File: src/rtl/washing_pkg.sv
// Shared types and default timing for the washing machine sensor front end.
package washing_pkg;

   // Default clock and debounce window; 10 ms at 50 MHz is 500000 cycles.
   localparam int unsigned CLK_HZ                  = 50000000;
   localparam int unsigned DEBOUNCE_MS             = 10;
   localparam int unsigned DEBOUNCE_CYCLES_DEFAULT = (CLK_HZ / 1000) * DEBOUNCE_MS;

   // Start button tracking: one pulse per press, re-armed only by a release.
   typedef enum logic [0:0] {
      BTN_IDLE    = 1'b0,
      BTN_PRESSED = 1'b1
   } btn_state_e;

   // Width of a counter that must be able to hold the value n itself.
   function automatic int unsigned cnt_width(input int unsigned n);
      return (n < 1) ? 1 : $clog2(n + 1);
   endfunction

endpackage

File: src/rtl/input_debouncer.sv
// Two-flop synchroniser followed by a stable-count debouncer for one raw switch.
module input_debouncer
   import washing_pkg::*;
#(
   parameter int unsigned DEBOUNCE_CYCLES = DEBOUNCE_CYCLES_DEFAULT
) (
   input  logic clk50m,
   input  logic rst_n,
   input  logic din_async,
   output logic dout
);

   localparam int unsigned      CNT_W    = cnt_width(DEBOUNCE_CYCLES);
   localparam logic [CNT_W-1:0] CNT_LAST = CNT_W'(DEBOUNCE_CYCLES - 1);

   logic             sync1_q;
   logic             sync2_q;
   logic             level_q;
   logic [CNT_W-1:0] cnt_q;

   // Bring the asynchronous switch into the clk50m domain.
   always_ff @(posedge clk50m or negedge rst_n) begin
      if (!rst_n) begin
         sync1_q <= 1'b0;
         sync2_q <= 1'b0;
      end else begin
         sync1_q <= din_async;
         sync2_q <= sync1_q;
      end
   end

   // Toggle the level only after DEBOUNCE_CYCLES consecutive differing samples.
   always_ff @(posedge clk50m or negedge rst_n) begin
      if (!rst_n) begin
         level_q <= 1'b0;
         cnt_q   <= '0;
      end else if (sync2_q != level_q) begin
         if (cnt_q == CNT_LAST) begin
            level_q <= ~level_q;
            cnt_q   <= '0;
         end else begin
            cnt_q <= cnt_q + CNT_W'(1);
         end
      end else begin
         cnt_q <= '0;
      end
   end

   assign dout = level_q;

endmodule

File: src/rtl/washing_sensor_frontend.sv
// Conditions raw washing machine sensors into clean single-domain FSM inputs.
// Optional fill-timeout supervision is enabled by WASHING_FRONTEND_FILL_TIMEOUT_EN.
module washing_sensor_frontend
   import washing_pkg::*;
#(
   parameter int unsigned DEBOUNCE_CYCLES = DEBOUNCE_CYCLES_DEFAULT,
   parameter int unsigned WASH_CYCLES     = 50000000,
   parameter int unsigned SPIN_CYCLES     = 25000000,
   parameter int unsigned FILL_TIMEOUT    = 100000000
) (
   input  logic clk50m,
   input  logic rst_n,
   input  logic start_btn_raw,
   input  logic level_sw_raw,
   input  logic temp_sw_raw,
   input  logic motor_wash,
   input  logic motor_spin,
   input  logic valve,
   output logic start,
   output logic full,
   output logic hot,
   output logic clean,
   output logic dry,
   output logic fill_fault
);

   localparam int unsigned       WASH_W    = cnt_width(WASH_CYCLES);
   localparam logic [WASH_W-1:0] WASH_LAST = WASH_W'(WASH_CYCLES - 1);
   localparam logic [WASH_W-1:0] WASH_SAT  = WASH_W'(WASH_CYCLES);
   localparam int unsigned       SPIN_W    = cnt_width(SPIN_CYCLES);
   localparam logic [SPIN_W-1:0] SPIN_LAST = SPIN_W'(SPIN_CYCLES - 1);
   localparam logic [SPIN_W-1:0] SPIN_SAT  = SPIN_W'(SPIN_CYCLES);

   logic              btn_db;
   logic              full_db;
   logic              hot_db;
   btn_state_e        btn_state_q;
   btn_state_e        btn_state_d;
   logic              start_d;
   logic              start_q;
   logic [WASH_W-1:0] wash_cnt_q;
   logic [SPIN_W-1:0] spin_cnt_q;

   input_debouncer #(
      .DEBOUNCE_CYCLES(DEBOUNCE_CYCLES)
   ) u_btn_db (
      .clk50m   (clk50m),
      .rst_n    (rst_n),
      .din_async(start_btn_raw),
      .dout     (btn_db)
   );

   input_debouncer #(
      .DEBOUNCE_CYCLES(DEBOUNCE_CYCLES)
   ) u_level_db (
      .clk50m   (clk50m),
      .rst_n    (rst_n),
      .din_async(level_sw_raw),
      .dout     (full_db)
   );

   input_debouncer #(
      .DEBOUNCE_CYCLES(DEBOUNCE_CYCLES)
   ) u_temp_db (
      .clk50m   (clk50m),
      .rst_n    (rst_n),
      .din_async(temp_sw_raw),
      .dout     (hot_db)
   );

   assign full = full_db;
   assign hot  = hot_db;

   // Button FSM: pulse on the IDLE->PRESSED transition, re-arm on debounced release.
   always_comb begin
      btn_state_d = btn_state_q;
      start_d     = 1'b0;
      unique case (btn_state_q)
         BTN_IDLE: begin
            if (btn_db) begin
               btn_state_d = BTN_PRESSED;
               start_d     = 1'b1;
            end
         end
         BTN_PRESSED: begin
            if (!btn_db) begin
               btn_state_d = BTN_IDLE;
            end
         end
      endcase
   end

   // Button state and registered start pulse.
   always_ff @(posedge clk50m or negedge rst_n) begin
      if (!rst_n) begin
         btn_state_q <= BTN_IDLE;
         start_q     <= 1'b0;
      end else begin
         btn_state_q <= btn_state_d;
         start_q     <= start_d;
      end
   end

   assign start = start_q;

   // Wash timer: counts while motor_wash is high, saturating past the pulse point.
   always_ff @(posedge clk50m or negedge rst_n) begin
      if (!rst_n) begin
         wash_cnt_q <= '0;
      end else if (!motor_wash) begin
         wash_cnt_q <= '0;
      end else if (wash_cnt_q != WASH_SAT) begin
         wash_cnt_q <= wash_cnt_q + WASH_W'(1);
      end
   end

   // Spin timer: same scheme as the wash timer, independent of it.
   always_ff @(posedge clk50m or negedge rst_n) begin
      if (!rst_n) begin
         spin_cnt_q <= '0;
      end else if (!motor_spin) begin
         spin_cnt_q <= '0;
      end else if (spin_cnt_q != SPIN_SAT) begin
         spin_cnt_q <= spin_cnt_q + SPIN_W'(1);
      end
   end

   // Count 0 is the first motor-high cycle, so a count of N-1 marks the Nth cycle.
   assign clean = motor_wash & (wash_cnt_q == WASH_LAST);
   assign dry   = motor_spin & (spin_cnt_q == SPIN_LAST);

`ifdef WASHING_FRONTEND_FILL_TIMEOUT_EN
   localparam int unsigned       FILL_W    = cnt_width(FILL_TIMEOUT);
   localparam logic [FILL_W-1:0] FILL_LAST = FILL_W'(FILL_TIMEOUT - 1);

   logic [FILL_W-1:0] fill_cnt_q;
   logic              fault_q;
   logic              fill_run;
   logic              fill_hit;

   assign fill_run = valve & ~full_db;
   assign fill_hit = fill_run & (fill_cnt_q == FILL_LAST);

   // Fill counter: runs while filling without reaching the level switch.
   always_ff @(posedge clk50m or negedge rst_n) begin
      if (!rst_n) begin
         fill_cnt_q <= '0;
      end else if (!fill_run) begin
         fill_cnt_q <= '0;
      end else if (fill_cnt_q != FILL_LAST) begin
         fill_cnt_q <= fill_cnt_q + FILL_W'(1);
      end
   end

   // Sticky fault flag, cleared only by reset.
   always_ff @(posedge clk50m or negedge rst_n) begin
      if (!rst_n) begin
         fault_q <= 1'b0;
      end else if (fill_hit) begin
         fault_q <= 1'b1;
      end
   end

   assign fill_fault = fault_q | fill_hit;
`else
   logic unused_fill;
   assign unused_fill = valve ^ (FILL_TIMEOUT == 32'd0);
   assign fill_fault  = 1'b0;
`endif

endmodule

File: config.mk
export PLATFORM = sky130hd
export DESIGN_NAME = washing_sensor_frontend
export DESIGN_NICKNAME = d
export VERILOG_FILES = /design/src/rtl/washing_pkg.sv /design/src/rtl/input_debouncer.sv /design/src/rtl/washing_sensor_frontend.sv
export SDC_FILE = /design/constraint.sdc
export NUM_CORES = 1
export LEC_CHECK = 0
export CAP_MARGIN = 0
export CORE_MARGIN = 2
export CORE_UTILIZATION = 47
export DETAILED_ROUTE_END_ITERATION = 12
export GPL_TIMING_DRIVEN = 1
export PLACE_DENSITY_LB_ADDON = 0.25
export SKIP_CTS_REPAIR_TIMING = 1
export SLEW_MARGIN = 0
export SYNTH_ARGS = -nofsm -noshare
export SYNTH_HDL_FRONTEND = slang
export SYNTH_SLANG_ARGS = --single-unit
File: constraint.sdc
create_clock -name clk50m -period 2.8 [get_ports clk50m]
set_input_delay 0.56 -clock clk50m [delete_from_list [all_inputs] [get_ports clk50m]]
set_output_delay 0.56 -clock clk50m [all_outputs]
set_load 0.01 [all_outputs]
==> reports/results.env, run 1 <==
POSTLAYOUTSETUPSLACKWORST_NS=0.105
DIE_H_UM=118
CRIT_FANOUT=3
WORST-R2R-SETUP-SLACK_NS=0.79
SYNTH-EDFF-COUNT=0
SLEW_VIOLATIONS=0
CLOCK_TREE_FROM_TRITONCTS='yes'
AREAGROWTHSYNTHTOFINISH_PCT=16.1
SYNTHESIZED_FLOP_AND_LATCH_TOTAL=119
FP-ROW-COUNT=41
SYN_NETS=655
INITIAL_CORE_UTIL_PCT=48.3
DRTITER0DRC=225
YOSYS.CELL_TYPES.COUNT=51
NUM-FILL-CELLS=1110
ANT_NETS=0
AVGVIACOUNTPERCELL=5.57
SYNTH_SEQUENTIAL_AREA_RATIO_PCT=48.6
SWITCHING_POWER_W=0.000847
NUMBER_OF_GLOBAL_ROUTE_VIAS_BEFORE_REPAIR=4595
NUMBER_OF_REMAINING_DRC_ERRORS=0
POWER_LEAKAGE_nW=2.85
MAX_CLK_RATE_MHz=371
ANTENNA_CELLS=0
POWER.COMBINATIONAL.FRACTION_PCT=3.1
VIAS=4714
DP_CELLS=814
FINAL_UTIL_PCT=56.1
DRIVE_GT1_SHARE_PCT=9.50
FINAL_CELLS=846
CLOCK-ROOT-BUFFER='sky130_fd_sc_hd__clkbuf_16'
PLACED_AREA_UM2=6460
CLOCK_TREE.HTREE_LEVEL_COUNT=4
TOTAL_ROUTING_USAGE_REPORTED_BY_GLOBAL_ROUTING_PCT=18.0
DIEAREA_UM2=14000
ASYNC_RESET_FF_SHARE_PCT=100
DETAILED_PLACE_HPWL_MM=7.74
GRT_SETUP_UNREPAIRED='false'
FINALINSTANCEAREA_UM2=7110
COREAREA_UM2=12700
WORST_SETUP_PATH_START_KIND='flop'
CLK_PATH_BUF_DEPTH=2
GRT_FIRST_PASS_WIRELENGTH_MM=20.6
SYN-CELL-AREA_UM2=6120
GP_ROUTABILITY_CONGESTION=0.882
TIMING_WORST_SETUP_PATH_TYPE='reg2out'
GRT_START_MAX_NET_PINS=70
WORST_HOLD_PATH_TYPE='reg2reg'
FINAL_HOLD_VIOL_COUNT=0
DIE_X_UM=118
LAYOUT.NETS=677
P_INT_W=0.00333
CP_DATA_REQUIRED_TIME_NS=2.24
DESIGN_POWER_TOTAL_W=0.00418
WORST_SKEW_PAIR.LATE_LATENCY_NS=0.42
P_SW_SHARE_PCT=20.3
WORSTMARGINPINSLEW_NS=0.682
VDD.IR_DROP.WORST_uV=433
FINALCRITPERIODSHARE_PCT=96.2
POWER_PER_CELL_AREA_nW_PER_UM2=588
YS.WARNINGS.COUNT=0
SYNTHESIS.AREA_PER_INSTANCE_UM2=9.57
FIRST_PASS_ITERS=6
CLOCK_SINK_COUNT=119
PRE_CTS_SLACK_NS=-0.0917
REPORT.FINAL.SETUP_VIOL=0
RUN_STATUS='finished, final reports clean'
CRITPATHCAPTURETYPE='output port'
ROUTE.FINAL.WIRE_LENGTH_MM=11.7
FINCLKSKEW_NS=0.00911
POWER_FRAC_CLOCK_PCT=54.5
POST_SYNTH_INST_COUNT=640
CTS_MADE_BUFFERS=17
ANTENNA_FOUND_INITIAL=0
PLACEMENT.IO_BUFFERS=11
MAX_SLEW_MARGIN_PCT=54.5
GRT-OVFL-TOTAL=0
FIN_CRIT_NS=2.69
YS.FLOP_TYPE='sky130_fd_sc_hd__dfrtp_1'
DESIGN.PORTCOUNT=14
CTS.CLK_SLEW.WORST_PATHS_NS=0.05
CRIT_ARRIVAL_NS=2.13
DETAIL_ROUTE.WL_PER_CELL_UM=13.9
MAXCAPVIOLATIONS=0
SEQPWRFRAC_PCT=42.3
[Yosys cell counts, types with 2 or more instances]
cell | instances | area share (%)
sky130_fd_sc_hd__dfrtp_1 | 119 | 49
sky130_fd_sc_hd__nor2_1 | 85 | 5.2
sky130_fd_sc_hd__xnor2_1 | 48 | 6.9
sky130_fd_sc_hd__nand3_1 | 41 | 3.4
sky130_fd_sc_hd__nand2_1 | 38 | 2.3
sky130_fd_sc_hd__nand4_1 | 32 | 3.3
sky130_fd_sc_hd__a21oi_1 | 28 | 2.3
sky130_fd_sc_hd__inv_1 | 25 | 1.5
sky130_fd_sc_hd__nor4_1 | 23 | 2.4
sky130_fd_sc_hd__xor2_1 | 19 | 2.7
sky130_fd_sc_hd__nor3_1 | 18 | 1.5
sky130_fd_sc_hd__or4_1 | 14 | 1.7
sky130_fd_sc_hd__clkbuf_1 | 13 | 0.80
sky130_fd_sc_hd__o31ai_1 | 13 | 1.6
sky130_fd_sc_hd__o21ai_0 | 12 | 0.98
sky130_fd_sc_hd__or3_1 | 12 | 1.2
sky130_fd_sc_hd__mux2i_1 | 9 | 1.5
sky130_fd_sc_hd__and3_1 | 8 | 0.82
sky130_fd_sc_hd__nand2b_1 | 8 | 0.82
sky130_fd_sc_hd__and4_1 | 7 | 1.0
sky130_fd_sc_hd__buf_2 | 7 | 0.57
sky130_fd_sc_hd__ha_1 | 7 | 1.4
sky130_fd_sc_hd__or2_1 | 7 | 0.72
sky130_fd_sc_hd__and2_1 | 5 | 0.51
sky130_fd_sc_hd__nor4b_1 | 4 | 0.57
sky130_fd_sc_hd__mux2_2 | 3 | 0.55
sky130_fd_sc_hd__nor2b_1 | 3 | 0.31
sky130_fd_sc_hd__or2_2 | 3 | 0.31
sky130_fd_sc_hd__and4b_1 | 2 | 0.33
sky130_fd_sc_hd__buf_4 | 2 | 0.25
sky130_fd_sc_hd__nor3b_1 | 2 | 0.25
sky130_fd_sc_hd__nor4_2 | 2 | 0.41
sky130_fd_sc_hd__nor4bb_1 | 2 | 0.33
sky130_fd_sc_hd__or4b_1 | 2 | 0.33
[layout make-up]
cell class              count  area (um^2)  share of cell area, %
flip-flops and latches    119         2980                   41.9
multi-input cells         473         2970                   41.7
clock buffers              22          474                   6.67
repair buffers             26          233                   3.27
well taps                 172          215                   3.03
clock inverters             9          148                   2.08
inverters                  25         93.8                   1.32
[worst paths after layout]
kind | startpoint | cells after the start | end
worst min register to register | u_btn_db.sync1_q | 0 | u_btn_db.sync2_q
worst min-delay path | u_btn_db.sync1_q | 0 | u_btn_db.sync2_q
worst max-delay path | spin_cnt_q[7] | 4 | dry
min in group asynchronous | rst_n | 2 | u_temp_db.cnt_q[17]
worst max register to register | wash_cnt_q[1] | 5 | wash_cnt_q[24]
max in group asynchronous | rst_n | 3 | u_btn_db.cnt_q[17]
[registers in the layout (all words and copies together), names as in the netlist]
signal	flops
u_btn_db.cnt_q	19
u_btn_db.sync2_q	1
u_temp_db.cnt_q	19
btn_state_q	1
u_temp_db.dout	1
u_level_db.dout	1
u_btn_db.sync1_q	1
u_btn_db.dout	1
u_level_db.sync2_q	1
u_temp_db.sync2_q	1
u_temp_db.sync1_q	1
start	1
spin_cnt_q	25
u_level_db.cnt_q	19
u_level_db.sync1_q	1
wash_cnt_q	26
[critical path: stages, from the launching register on]
cell	delay (ns)
sky130_fd_sc_hd__dfrtp_1	0.38
sky130_fd_sc_hd__or4b_4	0.55
sky130_fd_sc_hd__or3b_1	0.39
sky130_fd_sc_hd__nor4b_2	0.23
sky130_fd_sc_hd__buf_2	0.17
[kinds of logic (layout without fill, tap and decap cells)]
| group | Yosys count | in the layout | share of synthesized area, % |
|---|---|---|---|
| AO/OA/AOI/OAI | 62 | 62 | 6.38 |
| buffers and inverters | 48 | 82 | 3.23 |
| multiplexers | 12 | 12 | 2.02 |
| other | 1 | 1 | 0.0613 |
| XOR/XNOR | 67 | 67 | 9.59 |
| AND/OR/NAND/NOR | 324 | 324 | 28.7 |
| flip-flops | 119 | 119 | 48.6 |
| adder cells (fa/ha/maj) | 7 | 7 | 1.43 |
[power by group through the flow]
| stage | registers (W) | clock network (W) | logic (W) |
|---|---|---|---|
| after global routing | 0.00177 | 0.00241 | 0.000152 |
| final | 0.00177 | 0.00228 | 0.000131 |
| after CTS | 0.00177 | 0.00232 | 0.000134 |
| after global placement | 0.00180 | 0 | 0.000128 |
| after detailed placement | 0.00180 | 0 | 0.000132 |
| after floorplan | 0.00179 | 0 | 0.0000673 |
[layout by cell type (no fill, tap or decap), types with 4 or more instances in the layout]
cell type	Yosys	routed
sky130_fd_sc_hd__a21oi_1	28	28
sky130_fd_sc_hd__and2_1	5	5
sky130_fd_sc_hd__and3_1	8	8
sky130_fd_sc_hd__and4_1	7	6
sky130_fd_sc_hd__buf_4	2	14
sky130_fd_sc_hd__bufinv_16	0	4
sky130_fd_sc_hd__clkbuf_16	0	17
sky130_fd_sc_hd__clkdlybuf4s50_1	0	8
sky130_fd_sc_hd__clkinv_2	0	4
sky130_fd_sc_hd__dfrtp_1	119	119
sky130_fd_sc_hd__ha_1	7	7
sky130_fd_sc_hd__inv_1	25	25
sky130_fd_sc_hd__mux2i_1	9	9
sky130_fd_sc_hd__nand2_1	38	38
sky130_fd_sc_hd__nand2b_1	8	8
sky130_fd_sc_hd__nand3_1	41	41
sky130_fd_sc_hd__nand4_1	32	32
sky130_fd_sc_hd__nor2_1	85	85
sky130_fd_sc_hd__nor3_1	18	18
sky130_fd_sc_hd__nor4_1	23	23
sky130_fd_sc_hd__o21ai_0	12	12
sky130_fd_sc_hd__o31ai_1	13	13
sky130_fd_sc_hd__or2_1	7	7
sky130_fd_sc_hd__or3_1	12	12
sky130_fd_sc_hd__or4_1	14	14
sky130_fd_sc_hd__xnor2_1	48	48
sky130_fd_sc_hd__xor2_1	19	19
[metrics by stage]
stage	TNS, ns	hold slack (ns)
finish	0	0.350
floorplan	0	0.264
global placement	-0.0679	0.334
CTS	-0.594	-0.00683
global route	0	0.367
detailed placement	-0.0917	0.345
[routing by layer]
layer / share of wire, % / vias up / global-route usage, %
met5: 0 / - / 0
met4: 1.3 / 0 / 6.85
li1: - / 2318 / -
met3: 3.7 / 15 / 5.07
met2: 48 / 76 / 29.2
met1: 47 / 2305 / 23.0
Power figures use the tool's default switching activity.
==> inputs of run 2 (changes only) <==
==> constraint.sdc (replaced) <==
create_clock -name clk50m -period 2.8 [get_ports clk50m]
set_input_delay 0.56 -clock clk50m [delete_from_list [all_inputs] [get_ports clk50m]]
set_output_delay 0.56 -clock clk50m [all_outputs]
set_load 0.005 [all_outputs]
==> run 2 against run 1 <==
Compared with the run above:
- via count decreased by 0.34%
- clock power grew 2%
- worst hold slack worse by 0.27 ns
- count of clock-buffer cells in the layout down 1
- global-route usage grew 0.57 points
- worst setup slack lost 0.0011 ns
- design area grew 0.30%
==> reports/results.env, run 2 (same netlist as run 1, synthesis figures left out) <==
RUN_STATUS='finished, final reports clean'
TOP_REGISTER='wash_cnt_q'
LAYOUT.NETS=675  # -0.30%
REPORT.FINAL.SETUP_VIOL=0  # unchanged
CLK_PATH_BUF_DEPTH=2  # unchanged
LEADING_REGISTERS_BY_FLOP_COUNT='wash_cnt_q (26), spin_cnt_q (25)'
PATH_BUF_INV=1  # unchanged
ANT_NETS=0  # unchanged
NUMBER_OF_GLOBAL_ROUTE_VIAS_BEFORE_REPAIR=4576  # -0.41%
BEGINNING_OF_THE_WORST_REGISTER_TO_REGISTER_PATH='u_level_db.cnt_q[0]'
TOTAL_ROUTING_USAGE_REPORTED_BY_GLOBAL_ROUTING_PCT=18.6  # +0.57 points
CLOCK-ROOT-BUFFER='sky130_fd_sc_hd__clkbuf_16'
SWITCHING_POWER_W=0.000887  # +4.7%
LAYOUT.CELLS.MOST_COMMON_LIST='117 x sky130_fd_sc_hd__dfrtp_1, 85 x sky130_fd_sc_hd__nor2_1, 48 x sky130_fd_sc_hd__xnor2_1'
PLACEMENT.IO_BUFFERS=11  # unchanged
FIN_CRIT_NS=2.70  # +0.00108 ns
MAX_SLEW_MARGIN_PCT=52.1  # -2.4 points
INITIAL_CORE_UTIL_PCT=48.3  # unchanged
WORST_SKEW_PAIR.LATE_LATENCY_NS=0.42  # about the same
FINCLKSKEW_NS=0.00683  # -0.00228 ns
CRITPATHCAPTURETYPE='output port'
POWER_PER_CELL_AREA_nW_PER_UM2=594  # +0.94%
FINAL_HOLD_VIOL_COUNT=0  # unchanged
MAXCAPVIOLATIONS=0  # unchanged
ROUTE.FINAL.WIRE_LENGTH_MM=12.0  # +2.0%
GRT-OVFL-TOTAL=0  # unchanged
ANTENNA_CELLS=0  # unchanged
WORST-R2R-SETUP-SLACK_NS=0.74  # -0.05 ns
WORST_SETUP_PATH_START_KIND='flop'
R2R_END='u_level_db.cnt_q[2]'
DIE_X_UM=118  # unchanged
LARGEST_REGISTER_FFS=26  # unchanged
MAX_CLK_RATE_MHz=371  # about the same
SEQPWRFRAC_PCT=41.8  # -0.5 points
LAYOUT_COMMONEST_CELL='sky130_fd_sc_hd__dfrtp_1'
TIMING.CRITICAL_PATH.SLOWEST_CELL_DELAY_NS=0.54  # about the same
POWER.COMBINATIONAL.FRACTION_PCT=3.1  # about the same
DIEAREA_UM2=14000  # unchanged
FIRST_PASS_ITERS=5  # -1
DETAILED_PLACE_HPWL_MM=8.03  # +3.7%
CRIT_FANOUT=4  # +1
FINALCRITPERIODSHARE_PCT=96.3  # about the same
CP_DATA_REQUIRED_TIME_NS=2.24  # about the same
WORST_HOLD_PATH_TYPE='in2async'
WORSTMARGINPINSLEW_NS=0.717  # +0.0357 ns
DRIVE_GT1_SHARE_PCT=10.1  # +0.61 points
R2R.WORST_PATH.CELLS=5  # unchanged
NUMBER_OF_REMAINING_DRC_ERRORS=0  # unchanged
P_SW_SHARE_PCT=21.0  # +0.70 points
GRT_FIRST_PASS_WIRELENGTH_MM=21.0  # +2.0%
CLOCK_TREE.HTREE_LEVEL_COUNT=4  # unchanged
GP_ROUTABILITY_CONGESTION=0.880  # -0.19%
GRT_SETUP_UNREPAIRED='false'
CRITPATHSLOWESTCELL='sky130_fd_sc_hd__or4b_4'
VIAS=4698  # -0.34%
AREAGROWTHSYNTHTOFINISH_PCT=16.4
DETAIL_ROUTE.WL_PER_CELL_UM=14.2  # +2.1%
WORST_HOLD_SLACK_NS=0.0770  # -0.273 ns
DIE_H_UM=118  # unchanged
DESIGN.PORTCOUNT=14  # unchanged
FINAL_UTIL_PCT=56.3  # +0.17 points
ANTENNA_FOUND_INITIAL=0  # unchanged
P_INT_W=0.00335  # +0.35%
COREAREA_UM2=12700  # unchanged
DRTITER0DRC=332  # +48%
POWER_FRAC_CLOCK_PCT=55.1  # +0.6 points
AVGVIACOUNTPERCELL=5.56  # -0.22%
CRIT_PATH_CELL_TRACE='or4b_4, or3b_1, nor4b_2, dlymetal6s2s_1'
FP-ROW-COUNT=41  # unchanged
CLOCK_SINK_COUNT=119  # unchanged
VDD.IR_DROP.WORST_uV=385  # -11%
POWER_LEAKAGE_nW=2.84  # -0.24%
TIMING_WORST_SETUP_PATH_TYPE='reg2out'
PATH_DELAY_FAMILY='simple AND/OR/NAND/NOR gates'
CRIT_ARRIVAL_NS=2.14  # about the same
CLOCK_TREE_FROM_TRITONCTS='yes'
CTS.CLK_SLEW.WORST_PATHS_NS=0.06  # about the same
CTS_MADE_BUFFERS=17  # unchanged
GRT_START_MAX_NET_PINS=54  # -23%
SLEW_VIOLATIONS=0  # unchanged
## run 2: routing by layer
layer	part of all wire, %	vias to the layer above	GRT usage [%]
li1	-	2310	-
met5	0	-	0
met3	3.5	15	5.94
met4	1.3	0	6.55
met2	48	71	30.1
met1	47	2302	23.6
## run 2: layout make-up
type | count | area [um^2]
clock buffers | 21 | 470
clock inverters | 11 | 171
fillers | 1123 | 5540
inverters | 25 | 93.8
multi-input cells | 473 | 2970
flip-flops and latches | 119 | 2980
well taps | 172 | 215
repair buffers | 24 | 223
## run 2: worst max path at each step
stage / startpoint / end / cells past startpoint
final: spin_cnt_q[8] / dry / 4
after global routing: spin_cnt_q[8] / dry / 4
after CTS: spin_cnt_q[8] / dry / 4
after detailed placement: motor_wash / clean / 5
after global placement: motor_wash / clean / 5
after floorplan: spin_cnt_q[7] / dry / 3
## run 2: per-stage QoR
step / power [W] / worst slack, ns / instances / setup TNS [ns] / cell area (um^2)
2_1_floorplan: 0.00186 / 0.657 / 640 / 0 / 6120
3_3_place_gp: 0.00193 / 0.0460 / 813 / 0 / 6450
3_5_place_dp: 0.00193 / 0.0334 / 813 / 0 / 6450
4_1_cts: 0.00428 / -0.338 / 845 / -0.501 / 7090
5_1_grt: 0.00439 / 0.0220 / 845 / 0 / 7130
6_report: 0.00423 / 0.104 / 845 / 0 / 7130
## run 2: power by group through the flow
stage | Sequential, W | Combinational (W) | Clock (W)
after floorplan | 0.00179 | 0.0000669 | 0
after global placement | 0.00180 | 0.000130 | 0
after detailed placement | 0.00180 | 0.000133 | 0
after CTS | 0.00177 | 0.000134 | 0.00237
after global routing | 0.00177 | 0.000151 | 0.00247
final | 0.00177 | 0.000130 | 0.00233
==> inputs of run 3 (changes only) <==
==> constraint.sdc (replaced) <==
create_clock -name clk50m -period 2.8 [get_ports clk50m]
set_input_delay 0.56 -clock clk50m [delete_from_list [all_inputs] [get_ports clk50m]]
set_output_delay 0.56 -clock clk50m [all_outputs]
set_load 0.01 [all_outputs]
==> results of run 3 <==
Same layout as run 1: the final DEF is identical, and so are final timing and power.
